## config.mk

```make
export PLATFORM = sky130hd
export DESIGN_NAME = tag_ram_lookup
export DESIGN_NICKNAME = d
export VERILOG_FILES = /design/src/rtl/tag_ram_pkg.sv /design/src/rtl/tag_ram_way.sv /design/src/rtl/tag_ram_lookup.sv
export SDC_FILE = /design/constraint.sdc
export NUM_CORES = 1
export LEC_CHECK = 0
export CORE_MARGIN = 2
export CORE_UTILIZATION = 25
export DETAILED_ROUTE_END_ITERATION = 10
export GPL_TIMING_DRIVEN = 0
export HOLD_SLACK_MARGIN = 0.03
export SETUP_SLACK_MARGIN = 0.4
export SYNTH_ARGS = -nofsm -noshare
export SYNTH_HDL_FRONTEND = slang
export SYNTH_HIERARCHICAL = 1
export SYNTH_SLANG_ARGS = --single-unit
```

## constraint.sdc

```tcl
create_clock -name clock -period 3.4 [get_ports clock]
set_input_delay 1.02 -clock clock [delete_from_list [all_inputs] [get_ports clock]]
set_output_delay 1.02 -clock clock [all_outputs]
set_load 0.005 [all_outputs]
```

## src/rtl/tag_ram_pkg.sv

```systemverilog
// Shared types and helpers for the N-way tag store: flush FSM states,
// way-index width calculation and the lookup response bundle.
package tag_ram_pkg;

    typedef enum logic {
        IDLE,
        FLUSH
    } flush_state_e;

    localparam int unsigned MAX_WAYW = 8;

    typedef struct packed {
        logic                hit;
        logic [MAX_WAYW-1:0] way;
        logic                multi;
    } lookup_rsp_t;

    function automatic int unsigned calc_wayw(input int unsigned nways);
        if (nways <= 32'd1) return 32'd1;
        return unsigned'($clog2(nways));
    endfunction

endpackage

```

## src/rtl/tag_ram_way.sv

```systemverilog
// One way of the tag store: synchronous write, read address captured on the
// clock and read data driven asynchronously from the captured address.
module tag_ram_way #(
    parameter int unsigned AWIDTH = 3,
    parameter int unsigned TWIDTH = 7
) (
    input  logic              clk_i,
    input  logic              rst_i,
    input  logic              we_i,
    input  logic [AWIDTH-1:0] waddr_i,
    input  logic [TWIDTH-1:0] wdata_i,
    input  logic              re_i,
    input  logic [AWIDTH-1:0] raddr_i,
    output logic [TWIDTH-1:0] rdata_o
);

    localparam int unsigned DEPTH = 1 << AWIDTH;

    logic [TWIDTH-1:0] mem_q [DEPTH];
    logic [AWIDTH-1:0] raddr_q;

    always_ff @(posedge clk_i) begin
        if (we_i) mem_q[waddr_i] <= wdata_i;
    end

    always_ff @(posedge clk_i or posedge rst_i) begin
        if (rst_i)     raddr_q <= '0;
        else if (re_i) raddr_q <= raddr_i;
    end

    assign rdata_o = mem_q[raddr_q];

endmodule

```

## src/rtl/tag_ram_lookup.sv

```systemverilog
// N-way tag store with valid bits, one-cycle hit/miss lookup, single-entry
// invalidate and a sequenced flush that clears one set per cycle.
module tag_ram_lookup
    import tag_ram_pkg::*;
#(
    parameter  int unsigned AWIDTH = 3,
    parameter  int unsigned TWIDTH = 7,
    parameter  int unsigned NWAYS  = 2,
    localparam int unsigned WAYW   = calc_wayw(NWAYS)
) (
    input  logic              clock,
    input  logic              reset,
    input  logic              lk_valid,
    input  logic [AWIDTH-1:0] lk_addr,
    input  logic [TWIDTH-1:0] lk_tag,
    output logic              lk_ready,
    output logic              rsp_valid,
    output logic              rsp_hit,
    output logic [WAYW-1:0]   rsp_way,
    output logic              rsp_multi,
    input  logic              wr_en,
    input  logic [AWIDTH-1:0] wr_addr,
    input  logic [WAYW-1:0]   wr_way,
    input  logic [TWIDTH-1:0] wr_tag,
    input  logic              inv_en,
    input  logic [AWIDTH-1:0] inv_addr,
    input  logic [WAYW-1:0]   inv_way,
    input  logic              flush_req,
    output logic              busy,
    output logic              flush_done
);

    localparam int unsigned DEPTH = 1 << AWIDTH;

    flush_state_e state_q, state_d;
    logic [AWIDTH-1:0] cnt_q, cnt_d;
    logic done_q, done_d;
    logic [NWAYS-1:0][DEPTH-1:0] valid_q, valid_d;
    logic [AWIDTH-1:0] lk_addr_q;
    logic [TWIDTH-1:0] lk_tag_q;
    logic rsp_valid_q;
    logic lk_accept, wr_ok, inv_ok;
    logic [TWIDTH-1:0] rd_tag [NWAYS];
    lookup_rsp_t rsp;
    int unsigned hit_cnt;

    assign busy      = (state_q == FLUSH);
    assign lk_ready  = ~busy;
    assign lk_accept = lk_valid & ~busy;
    assign wr_ok     = wr_en & ~busy;
    assign inv_ok    = inv_en & ~busy;

    for (genvar w = 0; w < NWAYS; w++) begin : g_way
        tag_ram_way #(
            .AWIDTH(AWIDTH),
            .TWIDTH(TWIDTH)
        ) u_way (
            .clk_i  (clock),
            .rst_i  (reset),
            .we_i   (wr_ok && (wr_way == WAYW'(w))),
            .waddr_i(wr_addr),
            .wdata_i(wr_tag),
            .re_i   (lk_accept),
            .raddr_i(lk_addr),
            .rdata_o(rd_tag[w])
        );
    end

    // Invalidate is applied after write so it wins on a same-entry collision.
    always_comb begin
        valid_d = valid_q;
        if (state_q == FLUSH) begin
            for (int unsigned w = 0; w < NWAYS; w++) valid_d[w][cnt_q] = 1'b0;
        end else begin
            for (int unsigned w = 0; w < NWAYS; w++) begin
                if (wr_ok && (wr_way == WAYW'(w)))   valid_d[w][wr_addr]  = 1'b1;
                if (inv_ok && (inv_way == WAYW'(w))) valid_d[w][inv_addr] = 1'b0;
            end
        end
    end

    always_comb begin
        state_d = state_q;
        cnt_d   = cnt_q;
        done_d  = 1'b0;
        case (state_q)
            IDLE: begin
                if (flush_req) begin
                    state_d = FLUSH;
                    cnt_d   = '0;
                end
            end
            FLUSH: begin
                cnt_d = cnt_q + 1'b1;
                if (cnt_q == AWIDTH'(DEPTH - 1)) begin
                    state_d = IDLE;
                    done_d  = 1'b1;
                end
            end
            default: state_d = IDLE;
        endcase
    end

    always_ff @(posedge clock or posedge reset) begin
        if (reset) begin
            state_q     <= IDLE;
            cnt_q       <= '0;
            done_q      <= 1'b0;
            valid_q     <= '0;
            lk_addr_q   <= '0;
            lk_tag_q    <= '0;
            rsp_valid_q <= 1'b0;
        end else begin
            state_q     <= state_d;
            cnt_q       <= cnt_d;
            done_q      <= done_d;
            valid_q     <= valid_d;
            rsp_valid_q <= lk_accept;
            if (lk_accept) begin
                lk_addr_q <= lk_addr;
                lk_tag_q  <= lk_tag;
            end
        end
    end

    // Arrays and valid bits are read after the accept edge, giving write-first.
    always_comb begin
        rsp     = '0;
        hit_cnt = 0;
        if (rsp_valid_q) begin
            for (int unsigned w = 0; w < NWAYS; w++) begin
                if (valid_q[w][lk_addr_q] && (rd_tag[w] == lk_tag_q)) begin
                    if (!rsp.hit) rsp.way = MAX_WAYW'(w);
                    rsp.hit = 1'b1;
                    hit_cnt = hit_cnt + 1;
                end
            end
            rsp.multi = (hit_cnt > 1);
        end
    end

    assign rsp_valid  = rsp_valid_q;
    assign rsp_hit    = rsp.hit;
    assign rsp_way    = rsp.way[WAYW-1:0];
    assign rsp_multi  = rsp.multi;
    assign flush_done = done_q;

endmodule

```

# Yosys cells after proc, flatten, opt, wreduce, memory -nomap -nowiden
# Memory sizes are Yosys's and may differ from the RTL's.
# Index checks and enable logic that the tools add are counted.
dict set report op_classes {
  add_sub_neg 2
  multipliers 0
  n_div 0
  order_cmp 8
  n_eq_ne 4
  n_shift 0
  n_mux 37
  n_bitwise 14
  n_reduce_logical 9
}
# operator n
set ops {}
lappend ops {{$mux W32} 3}
lappend ops {{$mux W8} 7}
lappend ops {{$add A32 B1 Y32 const B} 1}
lappend ops {{$and A8 B8 Y8} 4}
lappend ops {{$gt A32 B1 Y1 const B} 1}
lappend ops {{$mux W9} 3}
lappend ops {{$lt A3 B4 Y1 const B} 4}
lappend ops {{$mux W16} 1}
lappend ops {{$not A8 Y8} 2}
lappend ops {{$or A8 B8 Y8} 2}
lappend ops {{$eq A7 B7 Y1} 2}
lappend ops {{$mux W1} 14}
lappend ops {{$mux W10} 1}
lappend ops {{$demux W1 S3} 3}
lappend ops {{$ge A3 B1 Y1 const B} 3}
lappend ops {{$logic_and A1 B1 Y1} 9}
lappend ops {{$bmux W1 S3} 2}
lappend ops {{$pmux W3 S2} 1}
lappend ops {{$add A3 B1 Y3 const B} 1}
lappend ops {{$and A1 B1 Y1} 3}
lappend ops {{$eq A3 B3 Y1 const B} 1}
lappend ops {{$mux W3} 1}
lappend ops {{$not A1 Y1} 3}
lappend ops {{$ne A2 B1 Y1 const B} 1}
lappend ops {{$pmux W1 S2} 1}
dict set report totals {
  register_bits 32
  latchBits 0
  mem_bits_rw 112
  rom_bits 0
  in_bits 31
  elab_cells 84
  mem_count 2
}
# memory words width rd rd_ports_with_merged_regs write_ports line_no
set mem_list {}
lappend mem_list {{g_way[0].u_way.mem_q} 8 7 1 0 1 tag_ram_way.sv:19} ;# logic [TWIDTH-1:0] mem_q [DEPTH];
lappend mem_list {{g_way[1].u_way.mem_q} 8 7 1 0 1 tag_ram_way.sv:19}

# Depth between registers and ports, before layout
# Gate-level depths: netlist (run 1).
dict set report depth {
  word_depth 10
  ltp_mapped 8
  depth_no_buf 6
}

# Cells and area by module
# The synthesis (run 1) kept the hierarchy.
# mod n_inst cells_each area_each_um2 seq_area_each_um2
set by_module_without_submodules {}
lappend by_module_without_submodules {tag_ram_way 2 101 2338.5 1756.7}
lappend by_module_without_submodules {tag_ram_lookup 1 154 1726.7 800.8}

# Least setup slack after synthesis (run 1)
# No wires, ideal clock.
dict set report synth_path {
  path_kind {flip-flop to output port}
  from {reg g_way[0].u_way.raddr_q[0]}
  to {out rsp_multi}
  arrival_ps 1969
  required_time_ps 2380
  slack_ps 411
  stages_incl_launch_ff 9
  n_path_buf 2
  path_cell_list {dfrtp_1 -> buf_6 -> buf_12 -> mux4_1 -> mux2_2 -> xnor2_1 -> nand4_1 -> nor3_2 -> and2_1}
}
# item line_no
set synth_rtl {}
lappend synth_rtl {{start, declared} tag_ram_way.sv:20} ;# logic [AWIDTH-1:0] raddr_q;
lappend synth_rtl {{start signal, assigned} tag_ram_way.sv:28} ;# else if (re_i) raddr_q <= raddr_i;
lappend synth_rtl {{end, declared} tag_ram_lookup.sv:20} ;# output logic rsp_multi,

==> results of run 1 <==
==> repair_timing <==
item	4_1_cts	5_1_grt
endpoints found under the hold margin	0	0
pin swaps	12	5
cloned	2	0
endpoints found under the setup margin	17	10
gates resized for setup	61	15
setup buffers	3	3
==> layer usage <==
| layer | track usage (%) | vias up | share of wire (%) | wire length (um) |
|---|---|---|---|---|
| met5 | 0 | - | 0 | 0 |
| met4 | 3.59 | 0 | 1.4 | 190 |
| met3 | 3.36 | 25 | 6.0 | 840 |
| met2 | 17.1 | 123 | 48 | 6700 |
| met1 | 14.3 | 1827 | 45 | 6210 |
| li1 | - | 1537 | - | - |
==> per-stage QoR <==
stage / setup TNS, ps / cells / hold slack, ps
global placement: -2790 / 723 / 556
detailed placement: -4050 / 723 / 562
global route: -1220 / 763 / 605
finish: -780 / 763 / 564
CTS: -809 / 759 / 576
floorplan: 0 / 356 / 523
==> cell type report <==
cell class / instances / share of cell area (%)
multi-input combinational: 192 / 25.8
timing repair buffer: 46 / 6.33
sequential: 150 / 54.3
inverter: 4 / 0.189
tap: 330 / 5.20
buffer: 10 / 1.20
clock buffer: 21 / 5.55
clock inverter: 10 / 1.36
==> worst max path at each step <==
stage	end	slack (ps)	cells after the start
after floorplan	rsp_multi	410	8
after CTS	rsp_way	-300	9
after global routing	rsp_way	-430	9
after detailed placement	rsp_way	-550	8
after global placement	rsp_multi	-500	8
final	rsp_way	-290	9
==> where the power goes <==
group          internal [uW]  switching (uW)  leakage (uW)  total (uW)
clock                   1070             681      0.000256        1750
sequential              2150             226       0.00149        2370
combinational           1190             799       0.00103        1990
==> sequential cells by signal (all words and copies together) (netlist names) <==
register,cells
lk_tag_q,7
flush_done,1
g_way.u_way/raddr_q,6
valid_q,16
cnt_q,3
rsp_valid,1
lk_addr_q,3
g_way.u_way/mem_q,112
busy,1
==> logic make-up after synthesis <==
kind of cell    count (synthesis)  share of synthesized area (%)
compound gates                 37                           3.63
xor+xnor                       14                           1.91
fa+ha+maj                       2                          0.391
buf+inv                        14                           1.60
flops                         150                           67.4
mux                            64                           18.7
simple gates                   75                           6.37
==> synthesized netlist by cell type <==
cell type,n
clkbuf_1,4
and2b_1,1
o21ai_1,4
nand3_1,1
mux2_1,10
and2_1,4
nor3b_1,2
nand4_1,3
nor2b_1,6
nor3_1,6
a311oi_1,4
and3_1,2
mux2_2,20
buf_2,2
inv_2,1
buf_12,2
nand2b_1,9
nor3_2,3
nor2_1,21
dfrtp_1,38
inv_1,3
xnor2_1,14
a21o_1,1
nor3b_2,2
a211oi_1,12
and3b_1,2
a21oi_1,16
buf_6,2
mux4_1,32
nand2_1,13
mux2i_1,2
ha_1,2
edfxtp_1,112
==> worst max-delay path, stage by stage, from the launching register on <==
cell,delay (ps)
dfrtp_1,340
buf_6,140
buf_16,130
mux4_2,550
mux2_4,290
xnor2_2,120
nand4_1,150
nor3_2,240
nor2b_1,160
buf_2,120
==> results.json, run 1 <==
{
  "cts_max_path_buffers": 2,
  "num_io_pins": 38,
  "crit_path_start_kind": "flip-flop",
  "path_clk_slew_ps": 60,
  "synth_cell_types": 33,
  "vdd_ir_drop_max_mv": 0.393,
  "worstMarginPinSlew_ps": 1090,
  "max_clock_freq_ghz": 0.271,
  "min_period_ps": 3690,
  "ys_ff_latch": 150,
  "min_path_cells": 1,
  "r2r_end": "g_way[1].u_way/mem_q[4][6]",
  "wl_per_cell_um": 18.3,
  "num_antenna_cells": 0,
  "globalRouteOverflowTotal": 0,
  "first_pass_iters": 5,
  "hp-class": "flip-flop to flip-flop",
  "core_region_area_mm2": 0.0252,
  "drt_wl_total_mm": 13.9,
  "slew_viol_final": 0,
  "finalCritPeriodShare_pct": 109,
  "slew_headroom_pct": 26.7,
  "path_class": "flip-flop to primary output",
  "path_max_fanout": 5,
  "first_iter_violations": 287,
  "die-width_um": 164,
  "multi_input_area_mm2": 0.00205,
  "finalSetupViolations": 3,
  "cp.required_ps": 2380,
  "synth_area_leaders": "edfxtp_1 (53%), dfrtp_1 (15%), mux4_1 (13%), mux2_2 (3.5%), xnor2_1 (1.9%)",
  "grtUsageTotal_pct": 10.9,
  "startpoint": "g_way[1].u_way/raddr_q[0]",
  "fin_ws_ps": -290,
  "cts_root_buf": "clkbuf_16",
  "htreeDepth": 4,
  "cts_tree": "built",
  "io_buffers": 37,
  "synth_area_per_cell_um2": 18.0,
  "critical_path.endpoint_type": "primary output",
  "via_count": 3512,
  "drive_gt1_share_pct": 25.6,
  "grt_pass1_vias": 3532,
  "hold_viol": 0,
  "synth_top_area_share_pct": 52.5,
  "final_area_mm2": 0.00794,
  "grt_pass1_wl_mm": 21.4,
  "fillers": 2413,
  "start_util_pct": 25.4,
  "syn_nets": 389,
  "rr_worst_depth": 3,
  "ant_nets": 0,
  "synth_cells": 356,
  "cts_buffers": 17,
  "clock_skew_ps": 4.49,
  "utilization_pct": 31.5,
  "antenna_found_initial": 0,
  "nNetsFinal": 454,
  "insertion_delay_ps": 420,
  "grt_max_degree": 33,
  "yosys_warnings": 6,
  "power_uw": 6110,
  "ys_seq_area_share_pct": 67.4,
  "outcome": "finished, violations left",
  "hold_start": "lk_addr_q[0]",
  "power_density_mw_per_mm2": 769,
  "dieArea_mm2": 0.0269,
  "cp.arrival_ps": 2670,
  "synth_area_mm2": 0.00640,
  "hold_end": "lk_addr_q[0]",
  "cts_hold_repair.buffers": 0,
  "die_height_um": 164,
  "area_delta_synth_final_pct": 24.0,
  "drc": 0,
  "power_leakage_uw": 0.00277,
  "synth_top_cell_by_area": "edfxtp_1",
  "pre_cts_slack_ps": -552,
  "mostFrequentLayoutCells": "edfxtp_1 (112), dfrtp_1 (38), clkdlybuf4s50_1 (34)",
  "hpwlAfterDp_mm": 9.29,
  "via_per_inst": 4.60,
  "rows": 58,
  "seqCellArea_mm2": 0.00431,
  "drv_cap": 0,
  "rsz0062_at_grt": "yes",
  "dpl-instance-area_mm2": 0.00719,
  "gp_routability_congestion": 0.844,
  "violations": "negative setup slack",
  "worstReg2RegStart": "busy",
  "cts.sinks": 150,
  "layout_commonest_cell": "edfxtp_1",
  "r2r_setup_slack_ps": 1140
}
Note: power is estimated with default switching activity, not from simulation.
==> inputs of run 2 (changes only) <==
--- a/config.mk
+++ b/config.mk
@@ -10,6 +10,7 @@
 export DETAILED_ROUTE_END_ITERATION = 10
 export GPL_TIMING_DRIVEN = 0
 export HOLD_SLACK_MARGIN = 0.03
+export RECOVER_POWER = 25
 export SETUP_SLACK_MARGIN = 0.4
 export SYNTH_ARGS = -nofsm -noshare
 export SYNTH_HDL_FRONTEND = slang
==> results.json, run 2 (same netlist as run 1, synthesis figures left out) <==
{
  "outcome": "finished, violations left",
  "violations": "negative setup slack",
  "dieArea_mm2": 0.0269,
  "drc": 0,
  "reg_top3": "g_way.u_way/mem_q x112, valid_q x16, lk_tag_q x7",
  "utilization_pct": 31.4,
  "slew_headroom_pct": 8.01,
  "finalSetupViolations": 3,
  "power_frac_comb_pct": 32.5,
  "nNetsFinal": 454,
  "path_max_fanout": 5,
  "slew_viol_final": 0,
  "cts_tree": "built",
  "clkPwrFrac_pct": 28.6,
  "place_inst": 723,
  "hold_viol": 0,
  "die-width_um": 164,
  "drv_cap": 0,
  "path_clk_slew_ps": 60,
  "final_area_mm2": 0.00792,
  "htreeDepth": 4,
  "stdcell_count": 763,
  "max_clock_freq_ghz": 0.271,
  "wl_per_cell_um": 18.3,
  "grt_max_degree": 33,
  "critical_path.endpoint_type": "primary output",
  "gp_routability_congestion": 0.844,
  "largest_register_ffs": 112,
  "netSwitchingPower_uw": 1700,
  "first_pass_iters": 4,
  "antenna_found_initial": 1,
  "fin_ws_ps": -292,
  "ant_nets": 0,
  "grt_pass1_wl_mm": 21.4,
  "mostFrequentLayoutCells": "edfxtp_1 (112), dfrtp_1 (38), clkdlybuf4s50_1 (29)",
  "area_delta_synth_final_pct": 23.6,
  "power_leakage_uw": 0.00276,
  "cts_buffers": 17,
  "pwr-share-seq_pct": 38.9,
  "via_per_inst": 4.59,
  "num_io_pins": 38,
  "hp-class": "flip-flop to flip-flop",
  "via_count": 3500,
  "min_period_ps": 3690,
  "power_density_mw_per_mm2": 770,
  "cts.sinks": 150,
  "worstMarginPinSlew_ps": 1380,
  "cp.required_ps": 2380,
  "hpwlAfterDp_mm": 9.29,
  "grt_pass1_vias": 3532,
  "first_iter_violations": 279,
  "cts_max_path_buffers": 2,
  "rows": 58,
  "layout_commonest_cell": "edfxtp_1",
  "clock_skew_ps": 3.13,
  "die_height_um": 164,
  "core_region_area_mm2": 0.0252,
  "path_class": "flip-flop to primary output",
  "drt_wl_total_mm": 14.0,
  "io_buffers": 37,
  "finalCritPeriodShare_pct": 109,
  "dpl-instance-area_mm2": 0.00719,
  "vdd_ir_drop_max_mv": 0.393,
  "p_int_uw": 4400,
  "cp.arrival_ps": 2670,
  "crit_path_start_kind": "flip-flop",
  "grtUsageTotal_pct": 10.9,
  "globalRouteOverflowTotal": 0,
  "num_antenna_cells": 0,
  "start_util_pct": 25.4,
  "swShare_pct": 27.9,
  "insertion_delay_ps": 420,
  "cts_hold_repair.buffers": 0,
  "regMostFlops": "g_way.u_way/mem_q",
  "cts_root_buf": "clkbuf_16",
  "drive_gt1_share_pct": 25.4,
  "rsz0062_at_grt": "yes"
}
-- run 2: changes by cell type in the layout (fill, tap and decap cells not counted), sizes merged --
cell | previous run | this run
clkdlybuf4s50 | 34 | 29
dlygate4sd3 | 0 | 5
clkbuf | 23 | 24
buf | 20 | 19
-- run 2: worst paths after layout --
kind                                      startpoint                          to  slack, ps  cells past startpoint
min in group asynchronous                      reset   g_way[0].u_way/raddr_q[2]        970                      2
min                                     lk_addr_q[0]                lk_addr_q[0]        560                      1
max in group asynchronous                      reset                  valid_q[7]        790                      3
max reg2reg                                     busy  g_way[1].u_way/mem_q[4][3]       1120                      3
max                        g_way[1].u_way/raddr_q[0]                     rsp_way       -290                      9
min reg2reg                             lk_addr_q[0]                lk_addr_q[0]        560                      1
-- run 2: critical path, stage by stage, from the launching register on --
cell and delay, ps:
dfrtp_1 340, buf_6 140, buf_16 130, mux4_2 540
mux2_4 290, xnor2_2 120, nand4_1 150, nor3_2 240
nor2b_1 160, buf_2 120
-- run 2: final cells by class --
cell class	count	area, um2
Timing Repair Buffer	46	479
Tap cell	330	413
Sequential cell	150	4310
Multi-Input combinational cell	192	2050
Buffer	10	95.1
Inverter	4	15.0
Clock inverter	10	108
Clock buffer	21	440
Fill cell	2415	17300
-- run 2: per-layer routing --
layer / vias up / routed length (um) / track usage (%)
met2: 123 / 6760 / 17.1
li1: 1536 / - / -
met4: 2 / 197 / 3.59
met5: - / 11 / 0
met1: 1821 / 6140 / 14.3
met3: 18 / 864 / 3.36
-- run 2: power groups by stage --
| stage | Combinational (uW) | Sequential (uW) | Clock [uW] |
|---|---|---|---|
| finish | 1980 | 2370 | 1750 |
| global route | 2120 | 2400 | 1860 |
| CTS | 1860 | 2360 | 1770 |
| detailed placement | 1510 | 2380 | 0 |
| global placement | 1490 | 2370 | 0 |
| floorplan | 1150 | 2300 | 0 |
-- run 2: timing repair --
item                       4_1_cts  5_1_grt
pin swaps                       12        5
cloned                           2        0
resized for setup               61       15
setup endpoints to repair       17       10
buffers inserted                 3        3
-- run 2: metrics by stage --
stage / worst slack [ps] / total power [uW] / hold slack (ps) / TNS [ps]
global placement: -505 / 3860 / 556 / -2790
global route: -430 / 6380 / 605 / -1220
CTS: -303 / 6000 / 576 / -809
floorplan: 411 / 3450 / 523 / 0
detailed placement: -552 / 3890 / 562 / -4050
finish: -292 / 6100 / 564 / -784
